$ cat config.mk
export PLATFORM = sky130hd
export DESIGN_NAME = vdma_rd_frame_scheduler
export DESIGN_NICKNAME = d
export VERILOG_FILES = /design/src/rtl/vdma_rd_frame_scheduler_pkg.sv /design/src/rtl/vdma_rd_frame_scheduler_burst_splitter.sv /design/src/rtl/vdma_rd_frame_scheduler.sv
export SDC_FILE = /design/constraint.sdc
export NUM_CORES = 1
export LEC_CHECK = 0
export ABC_AREA = 1
export BUFFER_PORTS_ARGS = -buffer_cell sky130_fd_sc_hd__buf_2
export CORE_ASPECT_RATIO = 1.75
export CORE_MARGIN = 1
export CORE_UTILIZATION = 40
export DETAILED_ROUTE_END_ITERATION = 7
export SLEW_MARGIN = 20
export SYNTH_ARGS = -nofsm -noshare
export SYNTH_HDL_FRONTEND = slang
export SYNTH_SLANG_ARGS = --single-unit
$ cat constraint.sdc
create_clock -name clock -period 6.1 [get_ports clock]
set_input_delay 1.83 -clock clock [delete_from_list [all_inputs] [get_ports clock]]
set_output_delay 1.83 -clock clock [all_outputs]
set_load 0.01 [all_outputs]
$ cat src/rtl/vdma_rd_frame_scheduler_pkg.sv
// rtl/vdma_rd_frame_scheduler_pkg.sv - shared VDMA read scheduler types and helpers
package vdma_rd_frame_scheduler_pkg;

  typedef enum logic [2:0] {
    ST_IDLE,
    ST_WAIT_FRM,
    ST_SELECT,
    ST_BURST,
    ST_INFLT,
    ST_NEXT,
    ST_LWAIT
  } state_t;

  localparam logic [12:0] BOUNDARY_4K = 13'h1000;

  function automatic int beat_shift(input int bytes);
    return $clog2(bytes);
  endfunction

  // Buffer the writer finished most recently: (wr - 1) mod frame_num.
  function automatic logic [1:0] prev_buf(input logic [1:0] wr, input int frame_num);
    int v;
    if (frame_num <= 1) return 2'd0;
    v = (int'(wr) + frame_num - 1) % frame_num;
    return 2'(v);
  endfunction

endpackage

$ cat src/rtl/vdma_rd_frame_scheduler_burst_splitter.sv
// rtl/vdma_rd_frame_scheduler_burst_splitter.sv - burst size from address and bytes left
module vdma_rd_frame_scheduler_burst_splitter
  import vdma_rd_frame_scheduler_pkg::*;
#(
  parameter int BEAT_BYTES = 4,
  parameter int MAX_BEATS  = 256
) (
  input  logic        clock,
  input  logic        rst,
  input  logic        load,
  input  logic [11:0] addr_lo,
  input  logic [16:0] bytes_left,
  output logic [8:0]  beats,
  output logic [7:0]  len
);

  localparam int SHIFT = beat_shift(BEAT_BYTES);

  logic [16:0] rem_beats;
  logic [16:0] bnd_beats;
  logic [16:0] pick;

  always_comb begin
    rem_beats = bytes_left >> SHIFT;
    bnd_beats = 17'((BOUNDARY_4K - {1'b0, addr_lo}) >> SHIFT);
    if (bnd_beats == 17'd0) bnd_beats = 17'd1;
    pick = rem_beats;
    if (pick > 17'(MAX_BEATS)) pick = 17'(MAX_BEATS);
    if (pick > bnd_beats) pick = bnd_beats;
  end

  always_ff @(posedge clock or posedge rst) begin
    if (rst) begin
      beats <= '0;
      len   <= '0;
    end else if (load) begin
      beats <= pick[8:0];
      len   <= 8'(pick - 17'd1);
    end
  end

endmodule

$ cat src/rtl/vdma_rd_frame_scheduler.sv
// rtl/vdma_rd_frame_scheduler.sv - turns stream alignment pulses into AXI read burst requests
module vdma_rd_frame_scheduler
  import vdma_rd_frame_scheduler_pkg::*;
#(
  parameter int ASIZE      = 32,
  parameter int BEAT_BYTES = 4,
  parameter int MAX_BEATS  = 256,
  parameter int FRAME_NUM  = 3,
  parameter     MODE       = "LINE"
) (
  input  logic             clock,
  input  logic             rst,
  input  logic             enable,
  input  logic [ASIZE-1:0] frame_base,
  input  logic [ASIZE-1:0] frame_size,
  input  logic [15:0]      line_bytes,
  input  logic [15:0]      vactive,
  input  logic [1:0]       wr_buf_idx,
  input  logic             falign,
  input  logic             lalign,
  input  logic             ealign,
  output logic             req,
  output logic [ASIZE-1:0] req_addr,
  output logic [7:0]       req_len,
  input  logic             req_ack,
  input  logic             rd_done,
  output logic [1:0]       rd_buf_idx,
  output logic             busy,
  output logic             underrun,
  output logic             frame_drop
);

  localparam int SHIFT     = beat_shift(BEAT_BYTES);
  localparam bit LINE_MODE = (MODE == "LINE");

  state_t           state, next_state;
  logic [ASIZE-1:0] line_addr, cur_addr, sel_base;
  logic [16:0]      bytes_left, lbr, step;
  logic [15:0]      lcnt;
  logic [1:0]       sel_idx;
  logic [8:0]       sp_beats;
  logic             falign_pend, abort_pend, lalign_pend;
  logic             req_set, adv_line, line_done, last_line, frame_complete, in_frame;
  logic             lalign_ev, underrun_ev, drop_ev, clear_pend;

  always_comb begin
    lbr      = ({1'b0, line_bytes} + 17'(BEAT_BYTES - 1)) & ~17'(BEAT_BYTES - 1);
    step     = 17'(sp_beats) << SHIFT;
    sel_idx  = prev_buf(wr_buf_idx, FRAME_NUM);
    sel_base = frame_base + ASIZE'(sel_idx) * frame_size;
  end

  always_comb begin
    line_done      = (bytes_left == 17'd0);
    last_line      = (({1'b0, lcnt} + 17'd1) >= {1'b0, vactive});
    in_frame       = state inside {ST_BURST, ST_INFLT, ST_NEXT, ST_LWAIT};
    frame_complete = line_done && last_line &&
                     ((state == ST_NEXT) || (state == ST_INFLT && rd_done));
    lalign_ev      = LINE_MODE && lalign &&
                     ((state == ST_BURST) ||
                      (state == ST_INFLT && !(rd_done && line_done)) ||
                      (state == ST_NEXT && !line_done));
    underrun_ev    = lalign_ev || (ealign && in_frame && !frame_complete);
    drop_ev        = falign && in_frame && !frame_complete;
    busy           = (state == ST_SELECT) || in_frame;
  end

  // Abort paths (falign, ealign, enable low) are only taken with no burst outstanding.
  always_comb begin
    next_state = state;
    req_set    = 1'b0;
    case (state)
      ST_IDLE:     if (enable) next_state = ST_WAIT_FRM;
      ST_WAIT_FRM: if (!enable) next_state = ST_IDLE;
                   else if (falign) next_state = ST_SELECT;
      ST_SELECT:   if (!enable) next_state = ST_IDLE;
                   else if (vactive == 16'd0 || lbr == 17'd0) next_state = ST_WAIT_FRM;
                   else next_state = ST_BURST;
      ST_BURST: begin
        if (req) begin
          if (req_ack) next_state = ST_INFLT;
        end else if (!enable) next_state = ST_IDLE;
        else if (falign || falign_pend) next_state = ST_SELECT;
        else if (ealign || abort_pend) next_state = ST_WAIT_FRM;
        else req_set = 1'b1;
      end
      ST_INFLT:    if (rd_done) next_state = ST_NEXT;
      ST_NEXT: begin
        if (!enable) next_state = ST_IDLE;
        else if (falign || falign_pend) next_state = ST_SELECT;
        else if (ealign || abort_pend) next_state = ST_WAIT_FRM;
        else if (!line_done) next_state = ST_BURST;
        else if (!last_line)
          next_state = (!LINE_MODE || lalign || lalign_pend) ? ST_BURST : ST_LWAIT;
        else next_state = ST_WAIT_FRM;
      end
      ST_LWAIT: begin
        if (!enable) next_state = ST_IDLE;
        else if (falign || falign_pend) next_state = ST_SELECT;
        else if (ealign || abort_pend) next_state = ST_WAIT_FRM;
        else if (lalign) next_state = ST_BURST;
      end
      default:     next_state = ST_IDLE;
    endcase
  end

  always_comb begin
    adv_line   = (state == ST_NEXT) && line_done && !last_line &&
                 (next_state == ST_BURST || next_state == ST_LWAIT);
    clear_pend = next_state inside {ST_SELECT, ST_WAIT_FRM, ST_IDLE};
  end

  always_ff @(posedge clock or posedge rst) begin
    if (rst) state <= ST_IDLE;
    else     state <= next_state;
  end

  always_ff @(posedge clock or posedge rst) begin
    if (rst) begin
      req         <= 1'b0;
      req_addr    <= '0;
      rd_buf_idx  <= '0;
      line_addr   <= '0;
      cur_addr    <= '0;
      bytes_left  <= '0;
      lcnt        <= '0;
      falign_pend <= 1'b0;
      abort_pend  <= 1'b0;
      lalign_pend <= 1'b0;
      underrun    <= 1'b0;
      frame_drop  <= 1'b0;
    end else begin
      underrun   <= underrun_ev;
      frame_drop <= drop_ev;

      if (state == ST_SELECT) begin
        rd_buf_idx <= sel_idx;
        line_addr  <= sel_base;
        cur_addr   <= sel_base;
        bytes_left <= lbr;
        lcnt       <= '0;
      end

      if (req_set) begin
        req      <= 1'b1;
        req_addr <= cur_addr;
      end else if (req && req_ack) begin
        req        <= 1'b0;
        cur_addr   <= cur_addr + ASIZE'(step);
        bytes_left <= bytes_left - step;
      end

      if (adv_line) begin
        lcnt       <= lcnt + 16'd1;
        line_addr  <= line_addr + ASIZE'(lbr);
        cur_addr   <= line_addr + ASIZE'(lbr);
        bytes_left <= lbr;
      end

      if (clear_pend) falign_pend <= 1'b0;
      else if (falign && (state == ST_BURST || state == ST_INFLT)) falign_pend <= 1'b1;

      if (clear_pend) abort_pend <= 1'b0;
      else if (ealign && in_frame && !frame_complete) abort_pend <= 1'b1;

      if (clear_pend || adv_line) lalign_pend <= 1'b0;
      else if (lalign_ev) lalign_pend <= 1'b1;
    end
  end

  vdma_rd_frame_scheduler_burst_splitter #(
    .BEAT_BYTES(BEAT_BYTES),
    .MAX_BEATS (MAX_BEATS)
  ) u_splitter (
    .clock     (clock),
    .rst       (rst),
    .load      (req_set),
    .addr_lo   (cur_addr[11:0]),
    .bytes_left(bytes_left),
    .beats     (sp_beats),
    .len       (req_len)
  );

endmodule

Word-level counts from Yosys, hierarchy flattened. Cells that the tools add are included.

Register bits: 157. Bits of input ports: 106. Logic and storage cells: 136.

Add/sub/neg operators: 11. Multiply operators: 1. Div/mod/pow operators: 1. Order comparisons: 3. Eq/ne operators: 10. Muxes and demuxes: 50. Reduce and logical (&&, ||, !) cells: 45.

Operators with widths (count): 32-bit 2-to-1 mux (6); 17-bit 2-to-1 mux (4); 3-bit 2-to-1 mux (19); 17-bit logical NOT (3); 32-bit by 11-bit adder with 32-bit output (1); 32-bit by 17-bit adder with 32-bit output (1); 32-bit adder (1); 32-bit by 3-bit remainder unit with 32-bit output, second input constant (1); 2-bit by 32-bit multiplier with 32-bit output (1); 16-bit 2-to-1 mux (2); 15-bit 2-to-1 mux (2); 3-bit case mux with 7 select lines (1); 16-bit by 1-bit adder with 17-bit output, second input constant (1); 16-bit by 2-bit adder with 17-bit output, second input constant (1); 17-bit by 16-bit greater-or-equal comparator with 1-bit output (1); 17-bit by 11-bit subtractor with 17-bit output (1); 16-bit by 1-bit adder with 16-bit output, second input constant (1); 1-bit logical AND (16); 16-bit logical NOT (1); 15-bit > comparator (1); 15-bit by 9-bit > comparator with 1-bit output, second input constant (1); 13-bit by 12-bit subtractor with 14-bit output, first input constant (1); 1-bit 2-to-1 mux (13); 3-bit by 2-bit == test with 1-bit output, second input constant (4); other kinds (13) (37).

Logic depth before layout (Yosys ltp).
Depth after elaboration: 13. Mapped depth: 33. Depth with buffers taken out: 32.

Hierarchy. Synthesis repeated with hierarchy kept, for this count alone.

Cell total of the unflattened synthesis: 2268. Area, all modules: 15009.4 µm².

By module, submodules not included: vdma_rd_frame_scheduler (instances 1, cells an instance 2013, area each 13327.8 µm², sequential area each 3503.4 µm²); vdma_rd_frame_scheduler_burst_splitter (instances 1, cells an instance 255, area each 1681.6 µm², sequential area each 425.4 µm²).

Worst setup path before layout. OpenSTA, ideal clock, no wires.

Kind: in2reg. Start: input port wr_buf_idx[0]. End: register cur_addr[21]. Setup time: 0.118 ns. Data arrival time: 4.946 ns. Path slack: 1.036 ns. Stages on the path: 24. Buffers on the path: 1. Cells stage by stage: inv_1 > ha_1 > clkbuf_1 > nand2_1 > fa_1 > inv_1 > ha_1 > inv_1 > fa_1 > inv_1 > nand4_1 > and3_1 > o21ai_1 > nand2_1 > nand2_1 > inv_1 > o21ai_1 > nand2_1 > nand3_1 > nand3_1 > nand2_1 > nand2_1 > nand2_1 > nand2_1.

Longest elaborated chain between the ends: 9.

Ends and longest elaborated chain: start: declaration (RTL line vdma_rd_frame_scheduler.sv:18) `input logic [1:0] wr_buf_idx,`; 2-bit by 2-bit adder with 3-bit output (*) (RTL line vdma_rd_frame_scheduler_pkg.sv:24) `v = (int'(wr) + frame_num - 1) % frame_num;`; 3-bit by 1-bit subtractor with 4-bit output (*) (RTL line vdma_rd_frame_scheduler_pkg.sv:24); 32-bit by 3-bit remainder unit with 32-bit output (*) (RTL line vdma_rd_frame_scheduler_pkg.sv:24); named net sel_idx[1] (RTL line vdma_rd_frame_scheduler.sv:40) `logic [1:0] sel_idx;`; 2-bit by 32-bit multiplier with 32-bit output (*) (RTL line vdma_rd_frame_scheduler.sv:50) `sel_base = frame_base + ASIZE'(sel_idx) * frame_size;`; 32-bit adder (*) (RTL line vdma_rd_frame_scheduler.sv:50); 32-bit 2-to-1 mux (*) (RTL line vdma_rd_frame_scheduler.sv:136) `if (state == ST_SELECT) begin`; 32-bit 2-to-1 mux (RTL line vdma_rd_frame_scheduler.sv:147) `end else if (req && req_ack) begin`; 32-bit 2-to-1 mux (*) (RTL line vdma_rd_frame_scheduler.sv:144) `if (req_set) begin`; 32-bit 2-to-1 mux (*) (RTL line vdma_rd_frame_scheduler.sv:153) `if (adv_line) begin`; end signal: assignment (RTL line vdma_rd_frame_scheduler.sv:139) `cur_addr <= sel_base;`; end signal: assignment (RTL line vdma_rd_frame_scheduler.sv:149) `cur_addr <= cur_addr + ASIZE'(step);`; end signal: assignment (RTL line vdma_rd_frame_scheduler.sv:156) `cur_addr <= line_addr + ASIZE'(lbr);`; end: declaration (RTL line vdma_rd_frame_scheduler.sv:37) `logic [ASIZE-1:0] line_addr, cur_addr, sel_base;`.

The timed path passes the listed nets; every way through them passes the cells marked *. A chain may end at the register's enable or synchronous reset.

Worst setup path after layout.
Start: register lcnt[0]. End: register line_addr[3].

Longest elaborated chain between the ends: 12.

Ends and longest elaborated chain: start: declaration (RTL line vdma_rd_frame_scheduler.sv:39) `logic [15:0] lcnt;`; start signal: assignment (RTL line vdma_rd_frame_scheduler.sv:154) `lcnt <= lcnt + 16'd1;`; 16-bit by 1-bit adder with 17-bit output (*) (RTL line vdma_rd_frame_scheduler.sv:55) `last_line = (({1'b0, lcnt} + 17'd1) >= {1'b0, vactive});`; 17-bit by 16-bit greater-or-equal comparator with 1-bit output (*) (RTL line vdma_rd_frame_scheduler.sv:55); 3-bit 2-to-1 mux (*) (RTL line vdma_rd_frame_scheduler.sv:93) `else if (!last_line)`; 3-bit 2-to-1 mux (*) (RTL line vdma_rd_frame_scheduler.sv:92) `else if (!line_done) next_state = ST_BURST;`; 3-bit 2-to-1 mux (*) (RTL line vdma_rd_frame_scheduler.sv:91) `else if (ealign || abort_pend) next_state = ST_WAIT_FRM;`; 3-bit 2-to-1 mux (*) (RTL line vdma_rd_frame_scheduler.sv:90) `else if (falign || falign_pend) next_state = ST_SELECT;`; 3-bit 2-to-1 mux (*) (RTL line vdma_rd_frame_scheduler.sv:89) `if (!enable) next_state = ST_IDLE;`; 3-bit case mux with 7 select lines (*) (RTL line vdma_rd_frame_scheduler.sv:72) `case (state)`; named net next_state[1] (RTL line vdma_rd_frame_scheduler.sv:36) `state_t state, next_state;`; 3-bit by 2-bit == test with 1-bit output or 3-bit == test (tied branches) (RTL line vdma_rd_frame_scheduler.sv:109) `(next_state == ST_BURST || next_state == ST_LWAIT);`; 1-bit logical OR (*) (RTL line vdma_rd_frame_scheduler.sv:109); 1-bit logical AND (*) (RTL line vdma_rd_frame_scheduler.sv:108) `adv_line = (state == ST_NEXT) && line_done && !last_line &&`; 32-bit 2-to-1 mux or 2-bit nonzero test (tied branches); end signal: assignment (RTL line vdma_rd_frame_scheduler.sv:138) `line_addr <= sel_base;`; end signal: assignment (RTL line vdma_rd_frame_scheduler.sv:155) `line_addr <= line_addr + ASIZE'(lbr);`; end: declaration (RTL line vdma_rd_frame_scheduler.sv:37).

Marks and branches as above.

==> reports/metrics.yaml <==
result_of_the_run: "finished clean"
cts_max_path_buffers: 2
grt_usage_pct: 25.4
crit-reg2reg-capture: "line_addr[3]"
yosysWarningCount: 0
tns_ns: 0
timing.hold.worst_path_depth: 2
via_count: 14900
min_path_type: "reg -> reg"
num_antenna_cells: 0
io_buffers: 151
synth_cell_type_count: 52
synthesis.instances: 2246
finalHoldViolations: 0
drt_iter0_markers: 832
crit_path_max_fanout: 31
cts_max_level: 4
post_synth_edffs: 0
total_clock_buffers_created_by_cts: 17
hpwl_mm: 37.1
r2r_slack_ns: 0.90
critPathMaxStageDelay_ns: 0.48
clock_tree_from_tritoncts: "built"
hold_path_startpoint: "u_splitter.len[5]"
multi_input_area_sq_um: 9160
cts_root_buffer: "clkbuf_16"
boundaryPins: 152
max_cap_viol_count: 0
reg2regPathDepth: 31
wire_per_inst_um: 16.5
data_arrival_at_the_endpoint_of_the_critical_path_ns: 5.58
filler_cell_count: 3950
vdd_drop_max_v: 0.000214
sink_count: 157
drc: 0
critPathKind: "reg -> reg"
antenna_found_initial: 0
critical-path-slowest-cell: "inv_2"
synth_ff_type: "dfrtp_1"
postSynthAreaPerCell_sq_um: 6.60
layout.nets: 2600
worst-slew-pin-transition_ns: 0.952
layout-area-overhead-vs-synth_pct: 11.9
core.rowCount: 93
power.density_cell_area_nw_per_um2: 356
netlist_area_sq_um: 14800
die-area_sq_um: 37900
sequential_fraction_of_the_synthesis_area_pct: 26.5
final_period_minus_worst_setup_slack_ns: 5.20
slew_viol_final: 0
die_width_um: 148
floorplan.initialDensity_pct: 40.5
clk-insertion-delay-late_ns: 0.45
setup_viol: 0
gp_routability_congestion: 0.929
grt_max_degree: 95
cts-hold-fix-buffers: 0
layout.core_utilization_pct: 45.3
synth-seq-cells: 157
antenna_violating_nets_post_route: 0
relSlewSlack_pct: 36.5
routed_wirelength_mm: 47.0
timing.hold.ws_ns: 0.478
detailedRoute.firstPassIterationCount: 5
timing.final.crit_share_pct: 85.3
required_time_of_the_critical_path_ns: 6.48
coreArea_sq_um: 36700
timing.hold.worst_endpoint: "u_splitter.len[5]"
clkSlewWorstSetupHoldPaths_ns: 0.07
first_global_vias: 14800
post_cts.resized_instances: 0
grt_overflow: 0
worst_setup_skew_after_layout_ns: 0.0151
postCtsSetupBuffers: 0
leakage_uw: 0.00912
endpoint_kind: "register"
die_height_um: 257
fmaxAchievable_mhz: 192
asyncSetResetFlopFracSynth_pct: 100
avgViaCountPerCell: 5.21
cp-start-kind: "register"
timing.rr.start: "lcnt[0]"
regArea_sq_um: 3930
drive_above_1_share_pct: 10.3
critPathMostFrequentCell: "nand2_1"
grt_pass1_wl_mm: 75.1
rsz0062_at_grt: "no"
cell usage after synthesis, types with 5 or more instances:
cell type | n | area, sq um
o21a_1 | 9 | 67.6
o211ai_1 | 18 | 135
nor3_1 | 23 | 115
o31ai_1 | 6 | 45.0
a31oi_1 | 11 | 68.8
or2_2 | 17 | 106
xnor2_1 | 14 | 123
o22ai_1 | 11 | 68.8
nor2_2 | 5 | 31.3
ha_1 | 94 | 1180
nand2_2 | 6 | 37.5
nand3b_1 | 19 | 143
inv_2 | 9 | 33.8
a21oi_1 | 112 | 561
nand2_1 | 645 | 2420
fa_1 | 34 | 681
nor4_1 | 14 | 87.6
o21bai_1 | 10 | 75.1
dfrtp_1 | 157 | 3930
nor2_1 | 141 | 529
xor2_1 | 58 | 508
buf_2 | 12 | 60.1
inv_1 | 369 | 1390
a21o_1 | 8 | 60.1
a21boi_0 | 5 | 37.5
o21ai_1 | 30 | 150
o21ai_0 | 146 | 731
clkbuf_1 | 44 | 165
buf_6 | 6 | 67.6
a211oi_1 | 5 | 37.5
nand4_1 | 31 | 194
nand3_1 | 138 | 691
final cells by class:
| type | count | area share [%] |
|---|---|---|
| clock buffers | 20 | 2.63 |
| clock inverters | 11 | 0.867 |
| inverters | 380 | 8.63 |
| multi-input cells | 1642 | 55.2 |
| flip-flops and latches | 157 | 23.7 |
| well taps | 475 | 3.58 |
| repair buffers | 168 | 5.40 |
critical path, delay by kind of cell (launching register included):
kind,cells,cell delay (ns)
AND/OR/NAND/NOR,23,3.34
adder cells (fa/ha/maj),1,0.29
flip-flops,1,0.37
XOR/XNOR,1,0.25
buffers and inverters,5,0.77
AO/OA/AOI/OAI,1,0.07
registers in the layout, summed over array words and instances, names as in the netlist, 2 cells and up:
register,count
state,3
lcnt,16
rd_buf_idx,2
cur_addr,32
u_splitter.beats,9
line_addr,32
req_addr,32
bytes_left,17
u_splitter.len,8
power breakdown:
part / leakage [uW] / total [uW] / internal, uW / switching [uW]
clock network: 0.000272 / 1110 / 640 / 470
logic: 0.00688 / 3000 / 1120 / 1880
registers: 0.00197 / 1790 / 1400 / 391
stage by stage:
step / setup WS, ns / instance area (sq um) / total power [uW] / instances
after floorplan: 0.0351 / 14800 / 3890 / 2247
after global placement: 0.595 / 16000 / 4740 / 2822
after detailed placement: 0.512 / 16000 / 4790 / 2822
after CTS: 0.823 / 16600 / 5920 / 2853
after global routing: 0.283 / 16600 / 6430 / 2853
final: 0.898 / 16600 / 5900 / 2853
placed cells by master (no fill, tap or decap), drive strengths merged:
cell type  Yosys  layout
a21oi        112     112
and3           1       1
xor2          58      58
a21boi         6       6
o21ai        176     176
nand3b        19      19
and2           3       3
nor4          15      15
a21o           8       8
a221oi         2       2
xnor2         14      14
inv          378     379
fa            34      34
a31oi         11      11
a41oi          1       1
o21a           9       9
o22ai         11      11
a211oi         5       5
nand3        139     139
conb           1       2
a22oi          4       4
o211ai        18      18
nand2        653     653
o21bai        10      10
clkinvlp       0       4
dfrtp        157     157
ha            94      94
buf           24     168
nor3          26      26
or2           20      20
o31ai          6       6
nand4         31      31
clkinv         2       5
clkbuf        44      20
nand2b         2       2
bufinv         0       3
mux2i          1       1
nor2         148     148
o221ai         3       3
worst max path at each step:
stage / startpoint / to / slack (ns) / depth (start not counted)
4_1_cts: lcnt[0] / line_addr[3] / 0.82 / 31
5_1_grt: lcnt[0] / line_addr[3] / 0.28 / 31
3_5_place_dp: wr_buf_idx[0] / cur_addr[22] / 0.51 / 21
3_3_place_gp: wr_buf_idx[0] / cur_addr[22] / 0.60 / 21
6_report: lcnt[0] / line_addr[3] / 0.90 / 31
2_1_floorplan: rst / abort_pend / 0.04 / 1
kinds of logic after synthesis:
group / synth area share [%]
adders and majority gates: 12.5
xor gates and xnor gates: 4.25
buffers and inverters: 11.8
other: 0.0253
muxes: 0.0675
DFF: 26.5
AOI/OAI and AO/OA: 14.3
and+or+nand+nor: 30.5
metal layers:
metal / track usage [%] / routed length (um) / vias up
li1: - / - / 7430
met1: 24.7 / 16400 / 6961
met2: 49.9 / 26300 / 348
met3: 2.78 / 1320 / 116
met4: 15.8 / 2910 / 0
met5: 0 / 0 / -
No activity file was read; power rests on OpenSTA's default activity.
